**src/rtl/alpha_rd_sched.sv**
```systemverilog
// alpha_rd_sched: walks the SCAN tree from top_layer down to bot_layer, issuing alpha
// storage reads per stage and the matching writes PE_LAT+1 cycles later.
module alpha_rd_sched #(
  parameter int PE_LAT = 2,
  parameter int MAX_L  = 10,
  parameter int PW_LOG = 5
) (
  input  logic       clk,
  input  logic       rst,
  input  logic       start,
  input  logic [4:0] top_layer,
  input  logic [4:0] bot_layer,
  output logic       busy,
  output logic       done,
  output logic       err,
  output logic       r_en,
  output logic [4:0] layer_r,
  output logic [4:0] cntb,
  output logic       w_en,
  output logic [4:0] layer_w,
  output logic [5:0] cnta,
  output logic       pe_valid,
  output logic       pe_last
);
  typedef enum logic [1:0] {S_IDLE, S_READ, S_DRAIN, S_DONE} state_t;
  function automatic logic [5:0] chunks(input logic [4:0] l);
    return (l >= 5'(PW_LOG + 1)) ? 6'd1 << (l - 5'(PW_LOG + 1)) : 6'd1;
  endfunction
  state_t state_q, state_d;
  logic [4:0] cur_q, cur_d, bot_q, bot_d, layer_r_q, layer_r_d, cntb_q, cntb_d;
  logic busy_q, busy_d, done_q, done_d, err_q, err_d, r_en_q, r_en_d;
  logic pe_valid_q, pe_valid_d, pe_last_q, pe_last_d;
  logic [PE_LAT:0] sr_v_q, sr_v_d, sr_last_q, sr_last_d;
  logic [PE_LAT:0][5:0] sr_idx_q, sr_idx_d;
  logic [PE_LAT:0][4:0] sr_lay_q, sr_lay_d;
  logic rd_last, w_last, illegal;
  assign rd_last = r_en_q && ({1'b0, cntb_q} == chunks(layer_r_q) - 6'd1);
  assign w_last  = sr_v_q[PE_LAT] && sr_last_q[PE_LAT];
  assign illegal = top_layer > 5'(MAX_L) || top_layer < 5'd2 || bot_layer == 5'd0 ||
                   bot_layer >= top_layer;
  always_comb begin
    state_d    = state_q;
    cur_d      = cur_q;
    bot_d      = bot_q;
    busy_d     = busy_q;
    done_d     = 1'b0;
    err_d      = 1'b0;
    r_en_d     = 1'b0;
    layer_r_d  = 5'd0;
    cntb_d     = 5'd0;
    pe_valid_d = r_en_q;
    pe_last_d  = rd_last;
    case (state_q)
      S_IDLE: if (start) begin
        err_d = illegal;
        if (!illegal) begin
          state_d   = S_READ;
          cur_d     = top_layer;
          bot_d     = bot_layer;
          busy_d    = 1'b1;
          r_en_d    = 1'b1;
          layer_r_d = top_layer;
        end
      end
      S_READ: begin
        state_d   = rd_last ? S_DRAIN : S_READ;
        r_en_d    = !rd_last;
        layer_r_d = rd_last ? 5'd0 : cur_q;
        cntb_d    = rd_last ? 5'd0 : cntb_q + 5'd1;
      end
      S_DRAIN: if (w_last) begin
        if (cur_q - 5'd1 == bot_q) begin
          state_d = S_DONE;
          done_d  = 1'b1;
          busy_d  = 1'b0;
        end else begin
          state_d   = S_READ;
          cur_d     = cur_q - 5'd1;
          r_en_d    = 1'b1;
          layer_r_d = cur_q - 5'd1;
        end
      end
      default: state_d = S_IDLE;
    endcase
    sr_v_d       = sr_v_q;
    sr_last_d    = sr_last_q;
    sr_idx_d     = sr_idx_q;
    sr_lay_d     = sr_lay_q;
    sr_v_d[0]    = r_en_q;
    sr_last_d[0] = rd_last;
    sr_idx_d[0]  = {1'b0, cntb_q};
    sr_lay_d[0]  = r_en_q ? layer_r_q - 5'd1 : 5'd0;
    for (int i = 1; i <= PE_LAT; i++) begin
      sr_v_d[i]    = sr_v_q[i-1];
      sr_last_d[i] = sr_last_q[i-1];
      sr_idx_d[i]  = sr_idx_q[i-1];
      sr_lay_d[i]  = sr_lay_q[i-1];
    end
  end
  always_ff @(posedge clk) begin
    if (!rst) begin
      state_q    <= S_IDLE;
      cur_q      <= '0;
      bot_q      <= '0;
      busy_q     <= 1'b0;
      done_q     <= 1'b0;
      err_q      <= 1'b0;
      r_en_q     <= 1'b0;
      layer_r_q  <= '0;
      cntb_q     <= '0;
      pe_valid_q <= 1'b0;
      pe_last_q  <= 1'b0;
      sr_v_q     <= '0;
      sr_last_q  <= '0;
      sr_idx_q   <= '0;
      sr_lay_q   <= '0;
    end else begin
      state_q    <= state_d;
      cur_q      <= cur_d;
      bot_q      <= bot_d;
      busy_q     <= busy_d;
      done_q     <= done_d;
      err_q      <= err_d;
      r_en_q     <= r_en_d;
      layer_r_q  <= layer_r_d;
      cntb_q     <= cntb_d;
      pe_valid_q <= pe_valid_d;
      pe_last_q  <= pe_last_d;
      sr_v_q     <= sr_v_d;
      sr_last_q  <= sr_last_d;
      sr_idx_q   <= sr_idx_d;
      sr_lay_q   <= sr_lay_d;
    end
  end
  assign busy     = busy_q;
  assign done     = done_q;
  assign err      = err_q;
  assign r_en     = r_en_q;
  assign layer_r  = layer_r_q;
  assign cntb     = cntb_q;
  assign w_en     = sr_v_q[PE_LAT];
  assign layer_w  = sr_lay_q[PE_LAT];
  assign cnta     = sr_idx_q[PE_LAT];
  assign pe_valid = pe_valid_q;
  assign pe_last  = pe_last_q;
endmodule

```
**config.mk**
```make
export PLATFORM = sky130hd
export DESIGN_NAME = alpha_rd_sched
export DESIGN_NICKNAME = d
export VERILOG_FILES = /design/src/rtl/alpha_rd_sched.sv
export SDC_FILE = /design/constraint.sdc
export NUM_CORES = 1
export LEC_CHECK = 0
export BUFFER_PORTS_ARGS = -buffer_cell sky130_fd_sc_hd__buf_2
export CAP_MARGIN = 20
export CORE_ASPECT_RATIO = 1.2
export CORE_MARGIN = 4
export CORE_UTILIZATION = 51
export CTS_CLUSTER_DIAMETER = 100
export DETAILED_ROUTE_END_ITERATION = 8
export PLACE_DENSITY = 0.75
export SYNTH_ARGS = -nofsm -noshare
export SYNTH_HDL_FRONTEND = slang
export SYNTH_SLANG_ARGS = --single-unit
```
**constraint.sdc**
```tcl
create_clock -name clk -period 3.1 [get_ports clk]
set_input_delay 0.31 -clock clk [delete_from_list [all_inputs] [get_ports clk]]
set_output_delay 0.31 -clock clk [all_outputs]
set_load 0.02 [all_outputs]
```
# Yosys cells after proc, flatten, opt, wreduce, memory -nomap -nowiden
# Index checks and enable logic that the tools add are counted.
# op_classes
n_addsub	5
multipliers	0
div	0
order_cmp	4
eq_ne	9
shifts	1
mux	29
bitwise_logic	3
n_reduce_logical	17
# ops
cell	count
5-bit 2-to-1 mux	9
5-bit case mux with 3 select lines	1
3-bit AND reduction	4
2-bit 2-to-1 mux	5
2-bit inequality test (second input constant)	5
5-bit case mux with 2 select lines	1
5-bit AND reduction	2
5-bit by 1-bit subtractor with 5-bit output (second input constant)	2
1-bit 2-to-1 mux	9
5-bit by 6-bit == test with 1-bit output	1
6-bit 2-to-1 mux	1
2-bit case mux with 3 select lines	1
1-bit by 5-bit << shifter with 6-bit output (first input constant)	1
6-bit by 1-bit subtractor with 6-bit output (second input constant)	1
5-bit by 1-bit adder with 5-bit output (second input constant)	1
5-bit == test	1
5-bit by 3-bit >= comparator with 1-bit output (second input constant)	1
5-bit >= comparator	1
5-bit by 4-bit greater-than comparator with 1-bit output (second input constant)	1
5-bit zero test	1
5-bit by 2-bit less-than comparator with 1-bit output (second input constant)	1
5-bit by 3-bit subtractor with 5-bit output (second input constant)	1
1-bit logical OR	3
1-bit NOT	3
10 further kinds	11
# word_totals
reg_bits	67
latchBits	0
mem_bits_rw	0
rom_bits	0
in_bits	13
output_inout_bits	28
memories	0

# Depth between registers and ports, before layout
# depth
ltp_word	8
mapped_depth	13
ltp_nobuf	11

# Least setup slack after synthesis
# No wires, ideal clock.
# synth_timing
path_kind	register to register
from	reg layer_r_q[1], in the netlist layer_r[1]
to	reg r_en_q, in the netlist r_en
setup_ns	0.123
arrival_ns	3.087
required_ns	2.977
setup_slack_ns	-0.110
stages_incl_launch_ff	13
synth_period_minus_slack_ns	3.210
cell_sequence	dfxtp_1 -> ha_1 -> nor3b_4 -> or3_4 -> a41oi_2 -> ha_1 -> nor2b_1 -> or3b_1 -> a31oi_1 -> a41oi_1 -> o41ai_2 -> buf_6 -> o21ai_0
# synth_via
elab_chain_cells	8
word_cells_on_any_way	9
cone_classes	add/sub: 2; order compare: 1; eq/ne: 1; shift: 1; mux: 2; reduce/logical: 2
# synth_rtl
item	line	source
start, declared	30	logic [4:0] cur_q, cur_d, bot_q, bot_d, layer_r_q, layer_r_d, cntb_q, cntb_d;
start signal, assigned	125	layer_r_q <= layer_r_d;
5-bit by 3-bit subtractor with 5-bit output	27	return (l >= 5'(PW_LOG + 1)) ? 6'd1 << (l - 5'(PW_LOG + 1)) : 6'd1;
1-bit by 5-bit << shifter with 6-bit output	27	
6-bit 2-to-1 mux *	27	
6-bit by 1-bit subtractor with 6-bit output *	37	assign rd_last = r_en_q && ({1'b0, cntb_q} == chunks(layer_r_q) - 6'd1);
5-bit by 6-bit == test with 1-bit output *	37	
1-bit logical AND *	37	
1-bit zero test *	67	r_en_d = !rd_last;
1-bit case mux with 3 select lines *	53	case (state_q)
end signal, assigned	124	r_en_q <= r_en_d;
end, declared	31	logic busy_q, busy_d, done_q, done_d, err_q, err_d, r_en_q, r_en_d;
# Every way passes the cells marked *; elsewhere a longest branch is shown, timed or not.
# A chain may end at the register's enable or synchronous reset.

# Final worst setup path
# layout_timing
from	reg layer_r_q[1], in the netlist layer_r[1]
to	reg layer_r_q[1], in the netlist layer_r[1]
# layout_via
elab_chain_cells	8
word_cells_on_any_way	9
cone_classes	add/sub: 2; order compare: 1; eq/ne: 1; shift: 1; mux: 3; reduce/logical: 1
# layout_rtl
item	line	source
5-bit by 3-bit subtractor with 5-bit output	27	
1-bit by 5-bit << shifter with 6-bit output	27	
6-bit 2-to-1 mux *	27	
6-bit by 1-bit subtractor with 6-bit output *	37	
5-bit by 6-bit == test with 1-bit output *	37	
1-bit logical AND *	37	
5-bit 2-to-1 mux *	68	layer_r_d = rd_last ? 5'd0 : cur_q;
5-bit case mux with 3 select lines *	53	
# Marked as above.

==> impl_metrics.tcl <==
set metrics [dict create \
    synth-edff-count 0 \
    grt_max_degree 40 \
    clock_latency_ns 0.34 \
    final_common_cell "dfxtp_1" \
    start_util_pct 52.9 \
    hold_class "input pin to flop" \
    start_kind "flop" \
    vias 2186 \
    numPlacedInstances 392 \
    max_slew_margin_pct 38.0 \
    synth_flop_cell "dfxtp_1" \
    met3_length_um 293 \
    met1Wirelength_um 2360 \
    drc 0 \
    cpLargestDelayFamily "simple AND/OR/NAND/NOR gates" \
    final_net_count 371 \
    clock_path_buffers 2 \
    critPathKind "flop to flop" \
    layout-drive-gt1-share_pct 26.6 \
    antenna_left 0 \
    period_minus_slack_ns 3.00 \
    cp-end-kind "flop" \
    tightest_slew_ns 0.918 \
    skew_ns 0.00612 \
    coreArea_um2 5300 \
    cts_tree "done" \
    syn-instance-count 293 \
    cts_root_buf "clkbuf_8" \
    final_cells 411 \
    syn_nets 319 \
    topRoutingLayerUsed "met4" \
    hold_viol_final 0 \
    ys_top_cells_by_area "dfxtp_1 44%, and2_1 7.1%, ha_1 5.8%" \
    max-cap-violations 0 \
    cts.sinks 62 \
    crit_chain "ha_4 -> and4bb_2 -> or3_4 -> a41oi_2 -> ha_2 -> nor2b_4 -> or3b_4 -> a31oi_4 -> a41oi_2 -> o41ai_2 -> buf_4 -> o22ai_2" \
    die_w_um 75.7 \
    syn_area_per_cell_um2 9.56 \
    hpwlAfterDp_um 4110 \
    ys_seq_elements 62 \
    grt_pass1_wl_um 9440 \
    worst-path-buf-inv 1 \
    yosysUniqueCellTypes 54 \
    path_max_fanout 6 \
    seq_area_frac_synth_pct 44.3 \
    cp.arrival_ns 3.22 \
    dieArea_um2 6750 \
    most-common-layout-cells "60 x dfxtp_1, 39 x buf_2, 32 x and2_1" \
    setup_viol 0 \
    ctsHtreeMaxLevel 3 \
    gp_congestion 0.865 \
    num_rows 29 \
    io_buffers 39 \
    critPathMaxStageDelay_ns 0.41 \
    grt_remaining_overflow 0 \
    status "finished clean" \
    grt_use_total_pct 18.7 \
    fp.dieH_um 89.2 \
    wirelength_um 5770 \
    avgRoutedWirePerCell_um 14.0 \
    synth_top_area_share_pct 44.3 \
    area_delta_synth_final_pct 21.7 \
    cp_common_cell "a41oi_2" \
    wl_met2_um 2970 \
    fin_hold_ws_ns 0.238 \
    grt_pass1_vias 2120 \
    cpMaxStageDelayCell "or3b_4" \
    final_max_slew_viol_count 0 \
    leakage_nw 1.51 \
    cp.required_ns 3.32 \
    fin_crit_sh_pct 96.6 \
    yosysTopAreaCell "dfxtp_1" \
    cts_buffers 9 \
    drtIter0Drc 79 \
    fin_area_um2 3410 \
    synthArstFlopShare_pct 0 \
    irDropWorstVdd_v 0.000549 \
    power.density_nw_per_um2 531 \
    via_per_inst 5.32 \
    fmax_mhz 334 \
    drt_first_pass_iters 4 \
    clk_pin_slew_ns 0.07 \
    num_io_pins 41 \
    yosys_warnings 0 \
    antenna_cells 0 \
    total_power_w 0.00181 \
    grt_antenna_before_repair 0 \
    netlist_area_um2 2800 \
    postPlaceCellArea_um2 3070 \
]
==> cell usage after synthesis (all sizes together), types with 3 or more instances <==
library cell  count
nand3            10
nand2b            3
nor2b             3
mux2i             5
xor2              8
buf              10
a21o              3
o22ai             4
nand2            19
and2             32
xnor2            11
nor3              5
nor2             22
o211ai            3
o31ai             3
o21ai             6
clkbuf            5
dfxtp            62
a21oi             9
inv              19
a31oi             4
ha               13
a211oi            3
==> worst register-to-register path, cell delays in order (launching register included) <==
cell and delay, ns:
dfxtp_2 0.34, ha_4 0.17, and4bb_2 0.25, or3_4 0.34, a41oi_2 0.21, ha_2 0.22, nor2b_4 0.14, or3b_4 0.41
a31oi_4 0.15, a41oi_2 0.07, o41ai_2 0.29, buf_4 0.22, o22ai_2 0.08
==> final cells by class <==
type	count	area, um^2
Clock buffer	9	124
Clock inverter	6	111
Multi-Input combinational cell	197	1460
Fill cell	450	1890
Inverter	19	71.3
Timing Repair Buffer	56	327
Tap cell	62	77.6
Sequential cell	62	1240
==> logic make-up (layout without fill, tap and decap cells) <==
group                    after synthesis  in the layout  synth area share (%)
XOR/XNOR                              20             20                  6.79
buffers and inverters                 34             90                  6.16
multiplexers                           5              5                  1.79
AND/OR/NAND/NOR                      108            108                  21.3
other                                  1              1                 0.134
flip-flops                            62             62                  44.3
AO/OA/AOI/OAI                         50             50                  13.7
adder cells (fa/ha/maj)               13             13                  5.81
==> sequential cells by signal, indices dropped and copies added (netlist names) <==
name and count:
cntb 5, sr_idx_d 10, bot_q 5, busy 1
r_en 1, layer_w 5, cur_q 5, err 1
sr_last_q 3, done 1, state_q 2, sr_lay_d 10
sr_v_q 3, layer_r 5, cnta 5
==> power breakdown <==
group          internal [W]  switching (W)  total, W
Sequential         0.000813      0.0000107  0.000823
Clock              0.000529       0.000313  0.000842
Combinational     0.0000613      0.0000839  0.000145
==> through the flow <==
stage               TNS (ns)  utilization (%)  worst slack [ns]
finish                     0             64.4             0.104
global route          -0.192             64.4           -0.0450
CTS                        0             62.6            0.0142
detailed placement  -0.00495             58.0          -0.00434
global placement           0             58.0            0.0914
floorplan                  0                -          0.000469
==> final timing paths <==
kind | start | end | slack [ns] | cells after the start
max | layer_r[1] | layer_r[1] | 0.10 | 12
min | bot_layer[0] | bot_q[0] | 0.24 | 3
max reg2reg | layer_r[1] | layer_r[1] | 0.10 | 12
min reg2reg | sr_idx_d[16] | cnta[4] | 0.43 | 1
==> per-layer routing <==
metal	vias to the layer above	global-route usage (%)
met5	-	0
met4	0	8.90
met3	14	6.52
met2	48	31.9
met1	1023	20.4
li1	1101	-
==> timing repair <==
item,4_1_cts,5_1_grt
buffers inserted,0,4
gates resized for setup,2,13
pin swaps,2,4
hold buffers,0,0
endpoints found under the setup margin,6,13
endpoints found under the hold margin,0,0
No activity file was read; power rests on OpenSTA's default activity.
